### config.mk
export PLATFORM = sky130hd
export DESIGN_NAME = mem_access_unit_flat
export DESIGN_NICKNAME = d
export VERILOG_FILES = /design/src/rtl/mem_if.sv /design/src/rtl/mem_access_unit.sv /design/src/flat_wrapper.sv
export SDC_FILE = /design/constraint.sdc
export NUM_CORES = 1
export LEC_CHECK = 0
export CAP_MARGIN = 20
export CORE_AREA = 2 2 105 107
export DETAILED_ROUTE_END_ITERATION = 10
export DIE_AREA = 0 0 107 109
export DONT_BUFFER_PORTS = 1
export GPL_TIMING_DRIVEN = 0
export PLACE_DENSITY = 0.75
export SETUP_SLACK_MARGIN = 0.05
export SLEW_MARGIN = 5
export SYNTH_ARGS = -nofsm -noshare
export SYNTH_HDL_FRONTEND = slang
export SYNTH_SLANG_ARGS = --single-unit
export TNS_END_PERCENT = 5
### constraint.sdc
create_clock -name clk -period 3 [get_ports clk]
set_input_delay 0.3 -clock clk [delete_from_list [all_inputs] [get_ports clk]]
set_output_delay 0.3 -clock clk [all_outputs]
set_load 0.1 [all_outputs]
### src/rtl/mem_if.sv
// Data-memory request/acknowledge bus between the MEM-stage access unit
// (master) and the data memory (slave).
interface mem_if;
    logic        mem_req;
    logic        mem_we;
    logic [31:0] mem_addr;
    logic [31:0] mem_wdata;
    logic [31:0] mem_rdata;
    logic        mem_ack;

    modport master (
        output mem_req,
        output mem_we,
        output mem_addr,
        output mem_wdata,
        input  mem_rdata,
        input  mem_ack
    );

    modport slave (
        input  mem_req,
        input  mem_we,
        input  mem_addr,
        input  mem_wdata,
        output mem_rdata,
        output mem_ack
    );
endinterface

### src/rtl/mem_access_unit.sv
// MEM-stage access controller: passes non-memory instructions straight to MEM/WB
// and runs loads/stores over a variable-latency req/ack bus, stalling upstream.
module mem_access_unit #(
    parameter int TIMEOUT = 15
) (
    input  logic        clk,
    input  logic        rst_n,
    input  logic [1:0]  WB_in,
    input  logic [1:0]  M_in,
    input  logic [31:0] ALUresult_in,
    input  logic [31:0] write_mem_data_in,
    input  logic [4:0]  write_register_in,
    mem_if.master       mem,
    output logic        stall_out,
    output logic [1:0]  WB_out,
    output logic [31:0] read_data_out,
    output logic [31:0] ALUresult_out,
    output logic [4:0]  write_register_out,
    output logic        err_out
);

    localparam int CNT_W = (TIMEOUT < 2) ? 1 : $clog2(TIMEOUT);
    localparam logic [CNT_W-1:0] CNT_LAST = CNT_W'(TIMEOUT - 1);

    localparam logic [0:0] IDLE = 1'b0;
    localparam logic [0:0] BUSY = 1'b1;

    logic [0:0]       state;
    logic [CNT_W-1:0] cnt;
    logic [1:0]       wb_hold;
    logic [4:0]       reg_hold;

    logic is_mem;
    logic bad_access;
    logic pass;
    logic accept;
    logic reject;
    logic complete;
    logic abort;

    // Decode of the EX/MEM instruction and of the outstanding transaction
    always_comb begin
        is_mem     = (M_in != 2'b00);
        bad_access = is_mem && ((M_in == 2'b11) || (ALUresult_in[1:0] != 2'b00));
        pass       = (state == IDLE) && !is_mem;
        accept     = (state == IDLE) && is_mem && !bad_access;
        reject     = (state == IDLE) && bad_access;
        complete   = (state == BUSY) && mem.mem_ack;
        abort      = (state == BUSY) && !mem.mem_ack && (cnt == CNT_LAST);
    end

    assign stall_out = (state == BUSY);

    // Control: state and timeout counter
    always_ff @(posedge clk or negedge rst_n) begin
        if (!rst_n) begin
            state <= IDLE;
            cnt   <= '0;
        end else begin
            if (accept) begin
                state <= BUSY;
                cnt   <= '0;
            end else if (complete || abort) begin
                state <= IDLE;
            end else if (state == BUSY) begin
                cnt <= cnt + 1'b1;
            end
        end
    end

    // Request stage: bus fields are captured once at accept so they stay
    // stable for the whole time mem_req is high
    always_ff @(posedge clk or negedge rst_n) begin
        if (!rst_n) begin
            mem.mem_req   <= 1'b0;
            mem.mem_we    <= 1'b0;
            mem.mem_addr  <= '0;
            mem.mem_wdata <= '0;
            wb_hold       <= '0;
            reg_hold      <= '0;
        end else begin
            if (accept) begin
                mem.mem_req   <= 1'b1;
                mem.mem_we    <= M_in[0];
                mem.mem_addr  <= ALUresult_in;
                mem.mem_wdata <= write_mem_data_in;
                wb_hold       <= WB_in;
                reg_hold      <= write_register_in;
            end else if (complete || abort) begin
                mem.mem_req <= 1'b0;
            end
        end
    end

    // Result stage toward MEM/WB: WB_out is non-zero only on a completing cycle
    always_ff @(posedge clk or negedge rst_n) begin
        if (!rst_n) begin
            WB_out             <= '0;
            read_data_out      <= '0;
            ALUresult_out      <= '0;
            write_register_out <= '0;
            err_out            <= 1'b0;
        end else begin
            err_out <= reject || abort;
            if (pass) begin
                WB_out             <= WB_in;
                read_data_out      <= '0;
                ALUresult_out      <= ALUresult_in;
                write_register_out <= write_register_in;
            end else if (complete) begin
                WB_out             <= wb_hold;
                read_data_out      <= mem.mem_we ? 32'h0 : mem.mem_rdata;
                ALUresult_out      <= mem.mem_addr;
                write_register_out <= reg_hold;
            end else begin
                WB_out <= '0;
            end
        end
    end

endmodule
### src/flat_wrapper.sv
// flat-port wrapper written by rule: the top's interface ports become plain ports
module mem_access_unit_flat 
#(
    parameter int TIMEOUT = 15
)
  (clk, rst_n, WB_in, M_in, ALUresult_in, write_mem_data_in, write_register_in, stall_out, WB_out, read_data_out, ALUresult_out, write_register_out, err_out, mem_mem_req, mem_mem_we, mem_mem_addr, mem_mem_wdata, mem_mem_rdata, mem_mem_ack);
  mem_if mem_i ();
  input  logic clk;
  input  logic rst_n;
  input  logic [1:0] WB_in;
  input  logic [1:0] M_in;
  input  logic [31:0] ALUresult_in;
  input  logic [31:0] write_mem_data_in;
  input  logic [4:0] write_register_in;
  output logic stall_out;
  output logic [1:0] WB_out;
  output logic [31:0] read_data_out;
  output logic [31:0] ALUresult_out;
  output logic [4:0] write_register_out;
  output logic err_out;
  output wire logic [$bits(mem_i.mem_req)-1:0] mem_mem_req;
  output wire logic [$bits(mem_i.mem_we)-1:0] mem_mem_we;
  output wire logic [$bits(mem_i.mem_addr)-1:0] mem_mem_addr;
  output wire logic [$bits(mem_i.mem_wdata)-1:0] mem_mem_wdata;
  input wire logic [$bits(mem_i.mem_rdata)-1:0] mem_mem_rdata;
  input wire logic [$bits(mem_i.mem_ack)-1:0] mem_mem_ack;
  assign mem_mem_req = mem_i.mem_req;
  assign mem_mem_we = mem_i.mem_we;
  assign mem_mem_addr = mem_i.mem_addr;
  assign mem_mem_wdata = mem_i.mem_wdata;
  assign mem_i.mem_rdata = mem_mem_rdata;
  assign mem_i.mem_ack = mem_mem_ack;
  mem_access_unit #(.TIMEOUT(TIMEOUT)) u_core (.clk(clk), .rst_n(rst_n), .WB_in(WB_in), .M_in(M_in), .ALUresult_in(ALUresult_in), .write_mem_data_in(write_mem_data_in), .write_register_in(write_register_in), .mem(mem_i), .stall_out(stall_out), .WB_out(WB_out), .read_data_out(read_data_out), .ALUresult_out(ALUresult_out), .write_register_out(write_register_out), .err_out(err_out));
endmodule
==> results.py, run 1 <==
metrics = {
    "floorplan": {
        "coreArea_um2": 10600,
        "die_y_um": 109,
        "die_x_um": 107,
        "ios": 247,
        "rows": 38,
        "start_util_pct": 58.44,
        "dieArea_um2": 11660,
    },
    "status": {
        "violations": "negative hold slack",
        "status": "finished with violations",
    },
    "grt": {
        "grt_pass1_wl_mm": 25.41,
        "grt_pass1_vias": 4482,
        "grt_usage_pct": 29.23,
        "grt_max_degree": 150,
        "overflow": 0,
        "antenna_found_initial": 0,
    },
    "detailed_routing": {
        "num_vias": 4128,
        "wirelength_mm": 16.81,
        "drt_iter0_drc": 298,
        "via_per_inst": 5.864,
        "wl_per_cell_um": 23.87,
        "route.detailed.drc": 0,
        "detail-route-antenna-nets": 0,
        "dr.pass1.iters": 4,
    },
    "sta": {
        "finalCritPeriodShare_pct": 70.04,
        "drv_slew": 0,
        "clock.fmax_ghz": 0.4759,
        "setup_tns_ps": 0,
        "setup_violations": 0,
        "clock_skew_ps": 7.809,
        "fin_crit_ps": 2101,
        "fin_hold_ws_ps": -529.2,
        "fin_ws_ps": 898.8,
        "rsz0062_at_grt": "false",
        "slew_headroom_pct": 26.49,
        "finalHoldViolations": 149,
        "worst_pin_slew_ps": 1103,
    },
    "clock_tree": {
        "h-tree-depth": 4,
        "numCtsBuffers": 17,
        "clk_pin_slew_worst_paths_ps": 70,
        "post_cts.repair.setup_buffers": 0,
        "cts_hold_buffers": 104,
        "cts_sinks": 149,
        "clk_latency_ps": 520,
        "cts_root_buf": "clkbuf_8",
        "clockBufferDepth": 2,
        "cts_tree": "built",
    },
    "yosys": {
        "avgSynthCellArea_um2": 14.44,
        "synth_warnings": 0,
        "yosysSeqAreaShare_pct": 60.18,
        "ys_seq_elements": 149,
        "ys_types": 34,
        "yosys.area_share.simple_pct": 4.746,
        "postSynthCellCount": 429,
        "synth_xor_area_share_pct": 0.2625,
        "synth_compound_area_share_pct": 9.572,
        "synth_top_family_by_area": "multiplexers",
        "synth_mux_area_share_pct": 21.08,
        "synthAdderAreaFrac_pct": 0.4039,
        "synth_nets": 539,
        "syn_area_um2": 6196,
    },
    "final_layout": {
        "final_area_um2": 8064,
        "area_delta_synth_final_pct": 30.15,
        "diodes": 0,
        "layout-drive-gt1-share_pct": 20.92,
        "final_common_cell": "dfrtp_1",
        "layout_common_cells": "dfrtp_1 (149), dlygate4sd3_1 (104), mux2_4 (50)",
        "fin_nets": 663,
        "fill_cells": 646,
        "fin_util_pct": 76.06,
    },
    "power_and_ir_drop": {
        "seq_power_share_pct": 65.9,
        "ir_worst_vdd_mv": 0.7722,
        "p_sw_share_pct": 52.91,
        "p_leak_uw": 0.003604,
        "p_clk_share_pct": 23.8,
        "power_switching_uw": 5013,
        "p_int_uw": 4461,
        "power_density_nw_per_um2": 1175,
        "combPwrFrac_pct": 10.3,
    },
    "min_path": {
        "hp-class": "in -> async",
    },
    "worst_setup_path": {
        "critPathKind": "reg -> reg",
        "required_ps": 3450,
        "cp_num_buf_inv": 1,
        "crit_start": "u_core.mem.mem_req",
        "critical_path_depth": 4,
        "cp_top_family": "simple AND/OR/NAND/NOR gates",
        "path_cells": "and2_1 > nor2_1 > clkbuf_1 > a22o_1",
        "r2r_start": "u_core.mem.mem_req",
        "critical_path.max_stage_delay_ps": 560,
        "crit_fanout": 10,
        "cpMaxStageDelayCell": "clkbuf_1",
        "crit_path_end_kind": "flip-flop",
        "reg2reg_depth": 4,
        "start_kind": "flip-flop",
        "arrival_ps": 2550,
    },
    "place": {
        "globalplace.congestion": 0.7891,
        "post-place-ws_ps": 390.7,
        "portBuffers": 0,
        "place_area_um2": 6371,
        "dp_hpwl_mm": 9.858,
    },
    "run": {
        "drv_cap": 0,
    },
}
-- metal layers --
metal	GRT usage, %	vias up	routed length (µm)
met2	51.00	213	8809
met4	9.555	0	320
met1	33.07	2113	6088
met5	0	-	0
li1	-	1779	-
met3	11.54	23	1585
-- kinds of logic (layout without fill, tap and decap cells) --
group | count (synthesis) | after routing
simple gates | 59 | 59
xor+xnor | 1 | 1
fa+ha+maj | 2 | 2
buf+inv | 27 | 162
flops | 149 | 149
compound gates | 88 | 88
mux | 103 | 103
-- final cells by class --
type,count,area (µm²),area share [%]
Clock inverter,12,206.4,2.560
Buffer,26,229.0,2.839
Inverter,1,3.754,0.04655
Multi-Input combinational cell,253,2235,27.71
Sequential cell,149,3729,46.24
Timing Repair Buffer,105,1069,13.25
Tap cell,140,175.2,2.172
Clock buffer,18,417.9,5.182
-- flip-flops by register name, indices dropped and copies added, names as in the netlist --
signal                     cells
u_core.wb_hold                 2
u_core.ALUresult_out          32
u_core.mem.mem_addr           32
u_core.WB_out                  2
u_core.read_data_out          32
u_core.reg_hold                5
u_core.mem.mem_we              1
u_core.write_register_out      5
u_core.cnt                     4
u_core.mem.mem_req             1
u_core.err_out                 1
u_core.mem.mem_wdata          32
-- what timing repair did --
| item | CTS | global route |
|---|---|---|
| endpoints found under the setup margin | 0 | 0 |
| resized for setup | 0 | 0 |
| hold endpoints to repair | 286 | 149 |
-- final timing paths --
check,endpoint,slack [ps]
setup / recovery,u_core.read_data_out[23],900
hold / removal,u_core.mem.mem_wdata[2],-530
setup reg to reg,u_core.read_data_out[23],900
hold reg to reg,u_core.write_register_out[3],490
max in group asynchronous,u_core.mem.mem_addr[29],3360
min in group clk,u_core.write_register_out[0],20
-- worst register-to-register path, stage by stage (launching register included) --
cell and delay, ps:
dfrtp_1 510, and2_1 260, nor2_1 440, clkbuf_1 560
a22o_1 260
-- power groups by stage --
stage               Sequential (µW)  Combinational [µW]  Clock (µW)
floorplan                      6110                 702           0
global placement               6240                 769           0
detailed placement             6260                 814           0
CTS                            6230                 940        2270
global route                   6300                1060        2370
finish                         6240                 976        2260
-- synthesized netlist by cell type --
library cell  count  area, µm²
dfrtp_1         149       3729
mux2_4           50      750.7
nand2_1          37      138.9
a22o_1           35      306.5
o21ai_0          34      170.2
mux2i_1          33      330.3
mux2_2           14      157.7
buf_2             9      45.04
a21o_1            7      52.55
a21oi_1           7      35.03
clkbuf_1          7      26.28
buf_12            6      120.1
mux2_1            6      67.56
nand3b_1          5      37.54
nand3_1           4      20.02
buf_4             3      22.52
nor2b_1           3      18.77
o21ai_1           3      15.01
ha_1              2      25.02
and2_1            1      6.260
and3_1            1      6.260
buf_8             1      15.01
inv_1             1      3.750
nand2b_1          1      6.260
nor2_1            1      3.750
nor2_2            1      6.260
nor2_4            1      11.26
nor3_1            1      5.000
nor3_4            1      16.27
o22ai_1           1      6.260
o31ai_1           1      7.510
or3_1             1      6.260
or3_4             1      11.26
xnor2_2           1      16.27
-- through the flow --
stage	std cells	hold slack (ps)	power, µW
finish	704	-529.2	9474
global route	704	-560.0	9727
CTS	703	-546.3	9446
detailed placement	569	9.060	7075
global placement	569	8.278	7014
floorplan	429	4.409	6817
Note: power is estimated with default switching activity, not from simulation.
==> inputs of run 2 (changes only) <==
==> constraint.sdc (replaced) <==
create_clock -name clk -period 2 [get_ports clk]
set_input_delay 0.2 -clock clk [delete_from_list [all_inputs] [get_ports clk]]
set_output_delay 0.2 -clock clk [all_outputs]
set_load 0.1 [all_outputs]
==> results.py, run 2 (same netlist as run 1, synthesis figures left out) <==
metrics = {
    "min_path": {
        "hp-class": "in -> async",
    },
    "worst_setup_path": {
        "crit_fanout": 10,
        "start_kind": "flip-flop",
        "required_ps": 2390,
        "crit_path_end_kind": "flip-flop",
        "critPathKind": "reg -> reg",
        "arrival_ps": 2370,
    },
    "clock_tree": {
        "cts_hold_buffers": 107,
        "cts_root_buf": "clkbuf_8",
        "numCtsBuffers": 17,
        "cts_tree": "built",
        "clk_latency_ps": 510,
        "clk_pin_slew_worst_paths_ps": 60,
        "clockBufferDepth": 2,
        "cts_sinks": 149,
        "h-tree-depth": 4,
    },
    "detailed_routing": {
        "via_per_inst": 5.862,
        "dr.pass1.iters": 4,
        "wirelength_mm": 16.57,
        "num_vias": 4168,
        "wl_per_cell_um": 23.30,
        "detail-route-antenna-nets": 0,
        "route.detailed.drc": 0,
        "drt_iter0_drc": 242,
    },
    "sta": {
        "finalCritPeriodShare_pct": 98.65,
        "clock.fmax_ghz": 0.5069,
        "rsz0062_at_grt": "true",
        "fin_crit_ps": 1973,
        "finalHoldViolations": 149,
        "drv_slew": 0,
        "fin_hold_ws_ps": -625.6,
        "fin_ws_ps": 27.08,
        "worst_pin_slew_ps": 985.5,
        "slew_headroom_pct": 34.30,
        "setup_violations": 0,
        "clock_skew_ps": 5.590,
    },
    "floorplan": {
        "coreArea_um2": 10600,
        "die_x_um": 107,
        "ios": 247,
        "die_y_um": 109,
        "dieArea_um2": 11660,
        "rows": 38,
        "start_util_pct": 58.44,
    },
    "status": {
        "violations": "negative hold slack",
        "status": "finished with violations",
    },
    "grt": {
        "grt_pass1_wl_mm": 25.15,
        "overflow": 0,
        "grt_max_degree": 150,
        "grt_pass1_vias": 4546,
        "antenna_found_initial": 1,
        "grt_usage_pct": 28.88,
    },
    "place": {
        "dp_hpwl_mm": 10.17,
        "portBuffers": 0,
        "globalplace.congestion": 0.7501,
        "post-place-ws_ps": -177.0,
    },
    "final_layout": {
        "area_delta_synth_final_pct": 30.51,
        "layout_common_cells": "dfrtp_1 (147), dlygate4sd3_1 (107), mux2_4 (51)",
        "fin_nets": 668,
        "fill_cells": 641,
        "final_common_cell": "dfrtp_1",
        "seq_area_um2": 3734,
        "layout-drive-gt1-share_pct": 22.63,
        "multiInputGateArea_um2": 2247,
    },
    "power_and_ir_drop": {
        "p_leak_uw": 0.003602,
        "ir_worst_vdd_mv": 1.165,
        "power_density_nw_per_um2": 1723,
    },
    "run": {
        "drv_cap": 0,
    },
}
## run 2: cell count changes in the layout (fill, tap and decap cells not counted), moves of 2 or more
cell,delta
clkinv_4,-3
clkbuf_8,+2
bufinv_16,-3
clkbuf_2,+3
clkbuf_1,-5
clkinvlp_4,+3
dlygate4sd3_1,+3
buf_12,+2
buf_4,+2
dfrtp_1,-2
## run 2: path summary, 6_finish.rpt
check / start / to / slack (ps) / depth (start not counted)
worst max-delay path: u_core.mem.mem_req / u_core.mem.mem_wdata[28] / 30 / 5
worst min-delay path: rst_n / u_core.mem.mem_wdata[1] / -630 / 0
worst max register to register: u_core.mem.mem_req / u_core.mem.mem_wdata[28] / 30 / 5
worst min register to register: u_core.reg_hold[2] / u_core.write_register_out[2] / 480 / 2
max in group asynchronous: rst_n / u_core.ALUresult_out[10] / 2440 / 0
min in group clk: ALUresult_in[0] / u_core.err_out / 30 / 3
## run 2: power breakdown
group          leakage [µW]  internal [µW]  switching [µW]
clock              0.000269           1840            1250
combinational       0.00148            937             530
sequential          0.00185           3620            5750
## run 2: per-stage QoR
step	total power (µW)	cells	area [µm²]	utilization, %	setup TNS [ps]
6_report	13930	711	8087	76.27	0
5_1_grt	14320	711	8087	76.27	-107.7
4_1_cts	13870	708	8034	75.77	0
3_5_place_dp	10620	569	6372	60.10	-7384
3_3_place_gp	10520	569	6372	60.10	-5434
2_1_floorplan	10230	429	6197	-	0
## run 2: final cells by class
type,count,area share (%)
sequential,149,46.17
multi-input combinational,253,27.79
timing repair buffer,110,13.71
clock buffer,20,5.508
buffer,26,3.017
tap,140,2.166
clock inverter,11,1.563
inverter,1,0.04642
antenna,1,0.03095
## run 2: timing repair
action | CTS | global route
resized for setup | 5 | 12
endpoints found under the setup margin | 124 | 116
buffers inserted | 1 | 2
hold endpoints to repair | 294 | 149
pin swaps | 1 | 1
## run 2: worst max-delay path, stage by stage, from the launching register on
cell and delay [ps]:
dfrtp_4 650, or3_4 420, nor2_4 130, buf_12 170
buf_12 160, mux2_4 320
## run 2: per-layer routing
metal	GRT usage, %	vias to the layer above	wire length (µm)	share of wire [%]
met4	9.833	0	343	2.1
li1	-	1796	-	-
met3	11.42	30	1556	9.4
met5	0	-	0	0
met1	32.52	2123	6094	37
met2	50.36	219	8574	52
==> inputs of run 3 (changes only) <==
--- a/config.mk
+++ b/config.mk
@@ -10,6 +10,7 @@
 export DETAILED_ROUTE_END_ITERATION = 10
 export DIE_AREA = 0 0 107 109
 export DONT_BUFFER_PORTS = 1
+export GPL_ROUTABILITY_DRIVEN = 0
 export GPL_TIMING_DRIVEN = 0
 export PLACE_DENSITY = 0.75
 export SETUP_SLACK_MARGIN = 0.05
==> results of run 3 <==
Final layout, timing and power as in run 2 (identical DEF).
